==> src/rtl/adc_capture_pkg.sv <==
// Shared types and width helpers for the serial ADC capture front end.
// Build option: ADC_CAPTURE_TEST_PATTERN_EN swaps captured data for a ramp.
package adc_capture_pkg;

  typedef enum logic [1:0] {
    IDLE,
    SETUP,
    SHIFT,
    DONE
  } state_t;

  localparam int DEF_DATA_IN_WIDTH = 12;
  localparam int DEF_SAMPLING_RATE = 512;

  function automatic int cw(input int n);
    return (n < 2) ? 1 : $clog2(n);
  endfunction

endpackage

==> src/rtl/adc_serial_capture_if.sv <==
// ADC pins plus the sample strobe/data bundle feeding the averager.
// master = capture block, slave = ADC model / downstream consumer.
interface adc_serial_capture_if #(
  parameter int DATA_OUT_WIDTH = 21
);
  logic                      i_enable;
  logic                      i_sdata;
  logic                      o_cs_n;
  logic                      o_sclk;
  logic                      o_valid;
  logic [DATA_OUT_WIDTH-1:0] o_data;
  logic                      o_overrun;

  modport master (
    input  i_enable,
    input  i_sdata,
    output o_cs_n,
    output o_sclk,
    output o_valid,
    output o_data,
    output o_overrun
  );

  modport slave (
    output i_enable,
    output i_sdata,
    input  o_cs_n,
    input  o_sclk,
    input  o_valid,
    input  o_data,
    input  o_overrun
  );
endinterface

==> src/rtl/sclk_gen.sv <==
// SCLK generator: half-period and bit counters, rise strobe, last-bit flag.
// A start pulse launches FRAME_BITS low/high SCLK periods; SCLK idles high.
module sclk_gen
  import adc_capture_pkg::*;
#(
  parameter int SCLK_HALF  = 4,
  parameter int FRAME_BITS = 16
) (
  input  logic clk,
  input  logic rst,
  input  logic start,
  output logic sclk,
  output logic rise,
  output logic last
);

  localparam int HW = cw(SCLK_HALF);
  localparam int BW = cw(FRAME_BITS);

  logic          active;
  logic          high;
  logic [HW-1:0] hcnt;
  logic [BW-1:0] bcnt;
  logic          half_end;

  assign half_end = active && (hcnt == HW'(SCLK_HALF - 1));
  assign rise     = half_end && !high;
  assign last     = half_end && high &&
                    (bcnt == BW'(FRAME_BITS - 1));

  always_ff @(posedge clk or negedge rst) begin
    if (!rst) begin
      active <= 1'b0;
      high   <= 1'b0;
      hcnt   <= '0;
      bcnt   <= '0;
      sclk   <= 1'b1;
    end else if (start) begin
      active <= 1'b1;
      high   <= 1'b0;
      hcnt   <= '0;
      bcnt   <= '0;
      sclk   <= 1'b0;
    end else if (last) begin
      active <= 1'b0;
      high   <= 1'b0;
      hcnt   <= '0;
      sclk   <= 1'b1;
    end else if (half_end) begin
      hcnt <= '0;
      high <= !high;
      sclk <= !high;
      if (high) bcnt <= bcnt + 1'b1;
    end else if (active) begin
      hcnt <= hcnt + 1'b1;
    end
  end

endmodule

==> src/rtl/adc_serial_capture.sv <==
// Serial ADC capture: periodic CS_N/SCLK frames, sample strobe to averager.
// Build option: ADC_CAPTURE_TEST_PATTERN_EN outputs a ramp instead of i_sdata.
module adc_serial_capture
  import adc_capture_pkg::*;
#(
  parameter int DATA_IN_WIDTH  = DEF_DATA_IN_WIDTH,
  parameter int SAMPLING_RATE  = DEF_SAMPLING_RATE,
  parameter int DATA_OUT_WIDTH = DATA_IN_WIDTH + $clog2(SAMPLING_RATE),
  parameter int FRAME_BITS     = 16,
  parameter int LEAD_BITS      = 4,
  parameter int SCLK_HALF      = 4,
  parameter int CONV_PERIOD    = 200
) (
  input  logic                 clk,
  input  logic                 rst,
  adc_serial_capture_if.master bus
);

  localparam int PW = cw(CONV_PERIOD);
  localparam int SW = cw(SCLK_HALF);

  if (LEAD_BITS + DATA_IN_WIDTH > FRAME_BITS) begin : g_cfg_check
    $error("LEAD_BITS + DATA_IN_WIDTH exceeds FRAME_BITS");
  end

  state_t          state;
  logic [PW-1:0]   pcnt;
  logic [SW-1:0]   scnt;
  logic            tick;
  logic            start;
  logic            rise;
  logic            last;

`ifdef ADC_CAPTURE_TEST_PATTERN_EN
  logic [DATA_IN_WIDTH-1:0] ramp;
`else
  logic                     sd_q;
  logic [DATA_IN_WIDTH-1:0] shreg;
`endif

  assign tick  = bus.i_enable &&
                 (pcnt == PW'(CONV_PERIOD - 1));
  assign start = (state == SETUP) &&
                 (scnt == SW'(SCLK_HALF - 1));

  sclk_gen #(
    .SCLK_HALF  (SCLK_HALF),
    .FRAME_BITS (FRAME_BITS)
  ) u_sclk (
    .clk   (clk),
    .rst   (rst),
    .start (start),
    .sclk  (bus.o_sclk),
    .rise  (rise),
    .last  (last)
  );

  always_ff @(posedge clk or negedge rst) begin
    if (!rst) begin
      pcnt <= '0;
    end else if (!bus.i_enable || tick) begin
      pcnt <= '0;
    end else begin
      pcnt <= pcnt + 1'b1;
    end
  end

`ifndef ADC_CAPTURE_TEST_PATTERN_EN
  // Only the trailing DATA_IN_WIDTH bits survive; lead bits fall off the top.
  always_ff @(posedge clk or negedge rst) begin
    if (!rst) begin
      sd_q  <= 1'b0;
      shreg <= '0;
    end else begin
      sd_q <= bus.i_sdata;
      if (rise) shreg <= DATA_IN_WIDTH'({shreg, sd_q});
    end
  end
`endif

  always_ff @(posedge clk or negedge rst) begin
    if (!rst) begin
      state         <= IDLE;
      scnt          <= '0;
      bus.o_cs_n    <= 1'b1;
      bus.o_valid   <= 1'b0;
      bus.o_data    <= '0;
      bus.o_overrun <= 1'b0;
`ifdef ADC_CAPTURE_TEST_PATTERN_EN
      ramp          <= '0;
`endif
    end else begin
      bus.o_valid   <= 1'b0;
      bus.o_overrun <= tick && (state != IDLE);
      unique case (state)
        IDLE: begin
          if (tick) begin
            state      <= SETUP;
            scnt       <= '0;
            bus.o_cs_n <= 1'b0;
          end
        end
        SETUP: begin
          if (start) state <= SHIFT;
          else       scnt  <= scnt + 1'b1;
        end
        SHIFT: begin
          if (last) begin
            state       <= DONE;
            bus.o_cs_n  <= 1'b1;
            bus.o_valid <= 1'b1;
`ifdef ADC_CAPTURE_TEST_PATTERN_EN
            bus.o_data  <= DATA_OUT_WIDTH'(ramp);
            ramp        <= ramp + 1'b1;
`else
            bus.o_data  <= DATA_OUT_WIDTH'(shreg);
`endif
          end
        end
        DONE: begin
          state <= IDLE;
        end
        default: begin
          state <= IDLE;
        end
      endcase
    end
  end

endmodule

==> src/flat_wrapper.sv <==
// flat-port wrapper written by rule: the top's interface ports become plain ports
module adc_serial_capture_flat import adc_capture_pkg::*;
#(
  parameter int DATA_IN_WIDTH  = DEF_DATA_IN_WIDTH,
  parameter int SAMPLING_RATE  = DEF_SAMPLING_RATE,
  parameter int DATA_OUT_WIDTH = DATA_IN_WIDTH + $clog2(SAMPLING_RATE),
  parameter int FRAME_BITS     = 16,
  parameter int LEAD_BITS      = 4,
  parameter int SCLK_HALF      = 4,
  parameter int CONV_PERIOD    = 200
)
  (clk, rst, bus_i_enable, bus_i_sdata, bus_o_cs_n, bus_o_sclk, bus_o_valid, bus_o_data, bus_o_overrun);
  adc_serial_capture_if #(.DATA_OUT_WIDTH(DATA_OUT_WIDTH)) bus_i ();
  input  logic clk;
  input  logic rst;
  input wire logic [$bits(bus_i.i_enable)-1:0] bus_i_enable;
  input wire logic [$bits(bus_i.i_sdata)-1:0] bus_i_sdata;
  output wire logic [$bits(bus_i.o_cs_n)-1:0] bus_o_cs_n;
  output wire logic [$bits(bus_i.o_sclk)-1:0] bus_o_sclk;
  output wire logic [$bits(bus_i.o_valid)-1:0] bus_o_valid;
  output wire logic [$bits(bus_i.o_data)-1:0] bus_o_data;
  output wire logic [$bits(bus_i.o_overrun)-1:0] bus_o_overrun;
  assign bus_i.i_enable = bus_i_enable;
  assign bus_i.i_sdata = bus_i_sdata;
  assign bus_o_cs_n = bus_i.o_cs_n;
  assign bus_o_sclk = bus_i.o_sclk;
  assign bus_o_valid = bus_i.o_valid;
  assign bus_o_data = bus_i.o_data;
  assign bus_o_overrun = bus_i.o_overrun;
  adc_serial_capture #(.DATA_IN_WIDTH(DATA_IN_WIDTH), .SAMPLING_RATE(SAMPLING_RATE), .DATA_OUT_WIDTH(DATA_OUT_WIDTH), .FRAME_BITS(FRAME_BITS), .LEAD_BITS(LEAD_BITS), .SCLK_HALF(SCLK_HALF), .CONV_PERIOD(CONV_PERIOD)) u_core (.clk(clk), .rst(rst), .bus(bus_i));
endmodule
==> config.mk <==
export PLATFORM = sky130hd
export DESIGN_NAME = adc_serial_capture_flat
export DESIGN_NICKNAME = d
export VERILOG_FILES = /design/src/rtl/adc_capture_pkg.sv /design/src/rtl/adc_serial_capture_if.sv /design/src/rtl/sclk_gen.sv /design/src/rtl/adc_serial_capture.sv /design/src/flat_wrapper.sv
export SDC_FILE = /design/constraint.sdc
export NUM_CORES = 1
export LEC_CHECK = 0
export CORE_ASPECT_RATIO = 0.5
export CORE_MARGIN = 8
export CORE_UTILIZATION = 30
export CTS_CLUSTER_DIAMETER = 150
export DETAILED_ROUTE_END_ITERATION = 10
export GPL_TIMING_DRIVEN = 0
export PLACE_DENSITY = 0.6
export SYNTH_ARGS = -nofsm -noshare
export SYNTH_HDL_FRONTEND = slang
export SYNTH_SLANG_ARGS = --single-unit
export TNS_END_PERCENT = 1
==> constraint.sdc <==
create_clock -name clk -period 5.1 [get_ports clk]
set_input_delay 1.53 -clock clk [delete_from_list [all_inputs] [get_ports clk]]
set_output_delay 1.53 -clock clk [all_outputs]
set_load 0.02 [all_outputs]
==> flow_metrics.py <==
metrics = {
    "finish": {
        "fin_nets": 224,
        "finalInstanceArea_um2": 2729,
        "drive_above_1_share": 0.2676,
        "n_antenna_cell": 0,
        "fill_cells": 706,
        "multi_input_area_um2": 898.4,
        "syn_to_final_growth_pct": 23.99,
        "seqCellArea_um2": 1229,
    },
    "clocking": {
        "hold_buffers": 0,
        "cts.htree.levels": 2,
        "cts_setup_buffers": 0,
        "ctsLongestPathBuffers": 2,
        "clock_sinks": 49,
        "tritoncts": "built",
        "numCtsBuffers": 5,
        "path_clk_slew_ns": 0.06,
        "cts-resized-gates": 0,
        "insertion_delay_ns": 0.28,
        "cts-root-buf": "clkbuf_16",
    },
    "global_route": {
        "overflow": 0,
        "grt_max_degree": 37,
        "grt_usage": 0.08006,
        "antenna_found_initial": 0,
        "grt_pass1_wl_um": 6768,
        "grt_pass1_vias": 1453,
    },
    "logic_synthesis": {
        "async_flop_share": 1.000,
        "synth_area_leader_cell": "dfrtp_1",
        "ys_seq_area_frac": 0.5583,
        "synth-xor-area-share": 0.03184,
        "synth_seq_cells": 49,
        "syn_area_per_cell_um2": 12.43,
        "synth_cells": 177,
        "synth_area_leaders": "dfrtp_1 53%, mux2_2 12%, ha_1 4.5%",
        "yosys-mux-area-fraction": 0.1325,
        "synth-edff-count": 0,
        "synth_top_family_by_area": "multiplexers",
        "synth.distinct_cells": 38,
        "synth_compound_area_frac": 0.05287,
        "synthAdderAreaFrac": 0.04548,
        "netlist_area_um2": 2201,
        "synthFlopType": "dfrtp_1",
        "yosysMostFrequentCell": "dfrtp_1",
        "synth_top_cell_area_share": 0.5344,
        "yosysWarnings": 0,
        "synth-simple-area-share": 0.1302,
        "synth_common_cells": "47 x dfrtp_1, 24 x mux2_2, 11 x nor2_1",
    },
    "flow_run": {
        "maxCapViolCount": 0,
    },
    "sta": {
        "rsz0062_at_grt": "no",
        "setup_violations": 0,
        "finalCritPeriodShare": 0.6008,
        "fin_worst_skew_ns": 0.006265,
        "fmax_mhz": 326.3,
        "finalHoldViolCount": 0,
        "holdWs_ns": 0.5003,
        "min_period_ns": 3.064,
        "fin_tns_setup_ns": 0,
        "slew_violations": 0,
    },
    "floorplan": {
        "start_util": 0.3052,
        "num_io_pins": 29,
        "rows": 22,
        "dieArea_um2": 10500,
        "dieHeight_um": 76.57,
        "core_um2": 7212,
        "fp.dieW_um": 137.1,
    },
    "setup_path": {
        "crit_required_ns": 5.27,
        "startpoint": "bus_i_enable",
        "slowest_stage": "clkdlybuf4s50_1",
        "critPathKind": "input port to flop",
        "worst_setup_path_end_kind": "flop",
        "r2r_start": "u_core.u_sclk.hcnt[0]$_DFFE_PN0P_",
        "worst-path-buf-inv": 1,
        "crit_chain": "clkdlybuf4s50_1 > or4b_4 > o21ai_4 > nand3_2 > mux2_1",
        "arrival_ns": 3.23,
        "reg2regPathDepth": 6,
        "critPathMaxStageDelay_ns": 0.52,
        "cp_top_family": "simple AND/OR/NAND/NOR gates",
        "start_kind": "input port",
        "cp.depth": 5,
        "cp_max_fo": 7,
    },
    "power_and_ir_drop": {
        "p_leak_nw": 1.260,
        "ir_worst_vdd_mv": 0.1077,
        "power_density_nw_per_um2": 294.3,
    },
    "hold_path": {
        "hp-class": "flop to flop",
        "hold_start": "u_core.sd_q$_DFF_PN0_",
        "whs_path_depth": 1,
    },
    "drt": {
        "via_count": 1380,
        "antenna_left": 0,
        "wirelength_um": 3784,
        "viasPerCell": 4.466,
        "first_iter_violations": 40,
        "wire_per_inst_um": 12.25,
        "dr.pass1.iters": 4,
        "drc": 0,
    },
    "placed_design": {
        "gp_congestion": 0.7669,
        "io_buffers": 19,
        "place_hpwl_um": 2834,
        "placed_area_um2": 2556,
    },
    "run_status": {
        "status": "completed",
    },
}
## cell families after synthesis
kind of cell	count (synthesis)
other	1
DFF	49
xor gates and xnor gates	8
buffers and inverters	17
muxes	26
adders and majority gates	8
and+or+nand+nor	53
AOI/OAI and AO/OA	15
## placed cells by master (no fill, tap or decap), types with 3 or more instances in the layout
master	instances
clkbuf_16	5
clkbuf_1	4
and3_1	6
buf_2	3
clkdlybuf4s50_1	18
ha_1	8
conb_1	9
xor2_1	7
dfrtp_1	47
a21oi_1	6
nor3_1	4
nand3_1	10
mux2_2	24
nor2_1	11
buf_4	10
nand2_1	8
## cell type report
cell class | instances | share of cell area
clock inverter | 1 | 0.01100
clock buffer | 7 | 0.05227
inverter | 2 | 0.002751
timing repair buffer | 20 | 0.07519
buffer | 15 | 0.03530
tap | 96 | 0.04402
multi-input combinational | 119 | 0.3292
sequential | 49 | 0.4503
## state kept, by name, indices dropped and copies added (netlist names), 2 cells and up
register            flops
u_core.shreg           12
u_core.pcnt             8
u_core.scnt             2
u_core.bus.o_data      12
u_core.u_sclk.hcnt      2
u_core.u_sclk.bcnt      4
u_core.state            2
## power breakdown
group          internal, mW  total [mW]  switching, mW
Sequential            0.394       0.398        0.00404
Clock                 0.245       0.375          0.131
Combinational        0.0122      0.0303         0.0182
Total                 0.650       0.803          0.153
## worst paths after layout
check	end	slack, ns
max	u_core.state[1]$_DFFE_PN0P_	2.04
min	u_core.shreg[0]$_DFFE_PN0P_	0.50
max reg2reg	u_core.bus.o_data[8]$_DFFE_PN0P_	2.97
min reg2reg	u_core.shreg[0]$_DFFE_PN0P_	0.50
max in group asynchronous	u_core.bus.o_cs_n$_DFFE_PN1P_	3.38
min in group asynchronous	u_core.pcnt[2]$_DFF_PN0_	1.15
## metrics by stage
step           utilization  setup slack (ns)  cells  power [mW]
5_1_grt             0.3784             1.967    309      0.8351
2_1_floorplan            -             2.373    185      0.4210
6_report            0.3784             2.036    309      0.8032
3_5_place_dp        0.3544             1.729    301      0.4353
4_1_cts             0.3784             2.038    309      0.8161
3_3_place_gp        0.3524             1.212    300      0.4326
## worst register-to-register path: cells and delay by family (launching register included)
| kind | cells | cell delay (ns) |
|---|---|---|
| adder cells (fa/ha/maj) | 1 | 0.28 |
| multiplexers | 1 | 0.35 |
| AND/OR/NAND/NOR | 2 | 0.49 |
| flip-flops | 1 | 0.37 |
| buffers and inverters | 2 | 0.52 |
## layer usage
metal  part of all wire  vias up  GRT usage
met4              0.024        0    0.04521
met2               0.50       19     0.1356
met3              0.048        8    0.02500
met1               0.42      681    0.08684
li1                   -      672          -
met5                  0        -          0
Note: power is estimated with default switching activity, not from simulation.
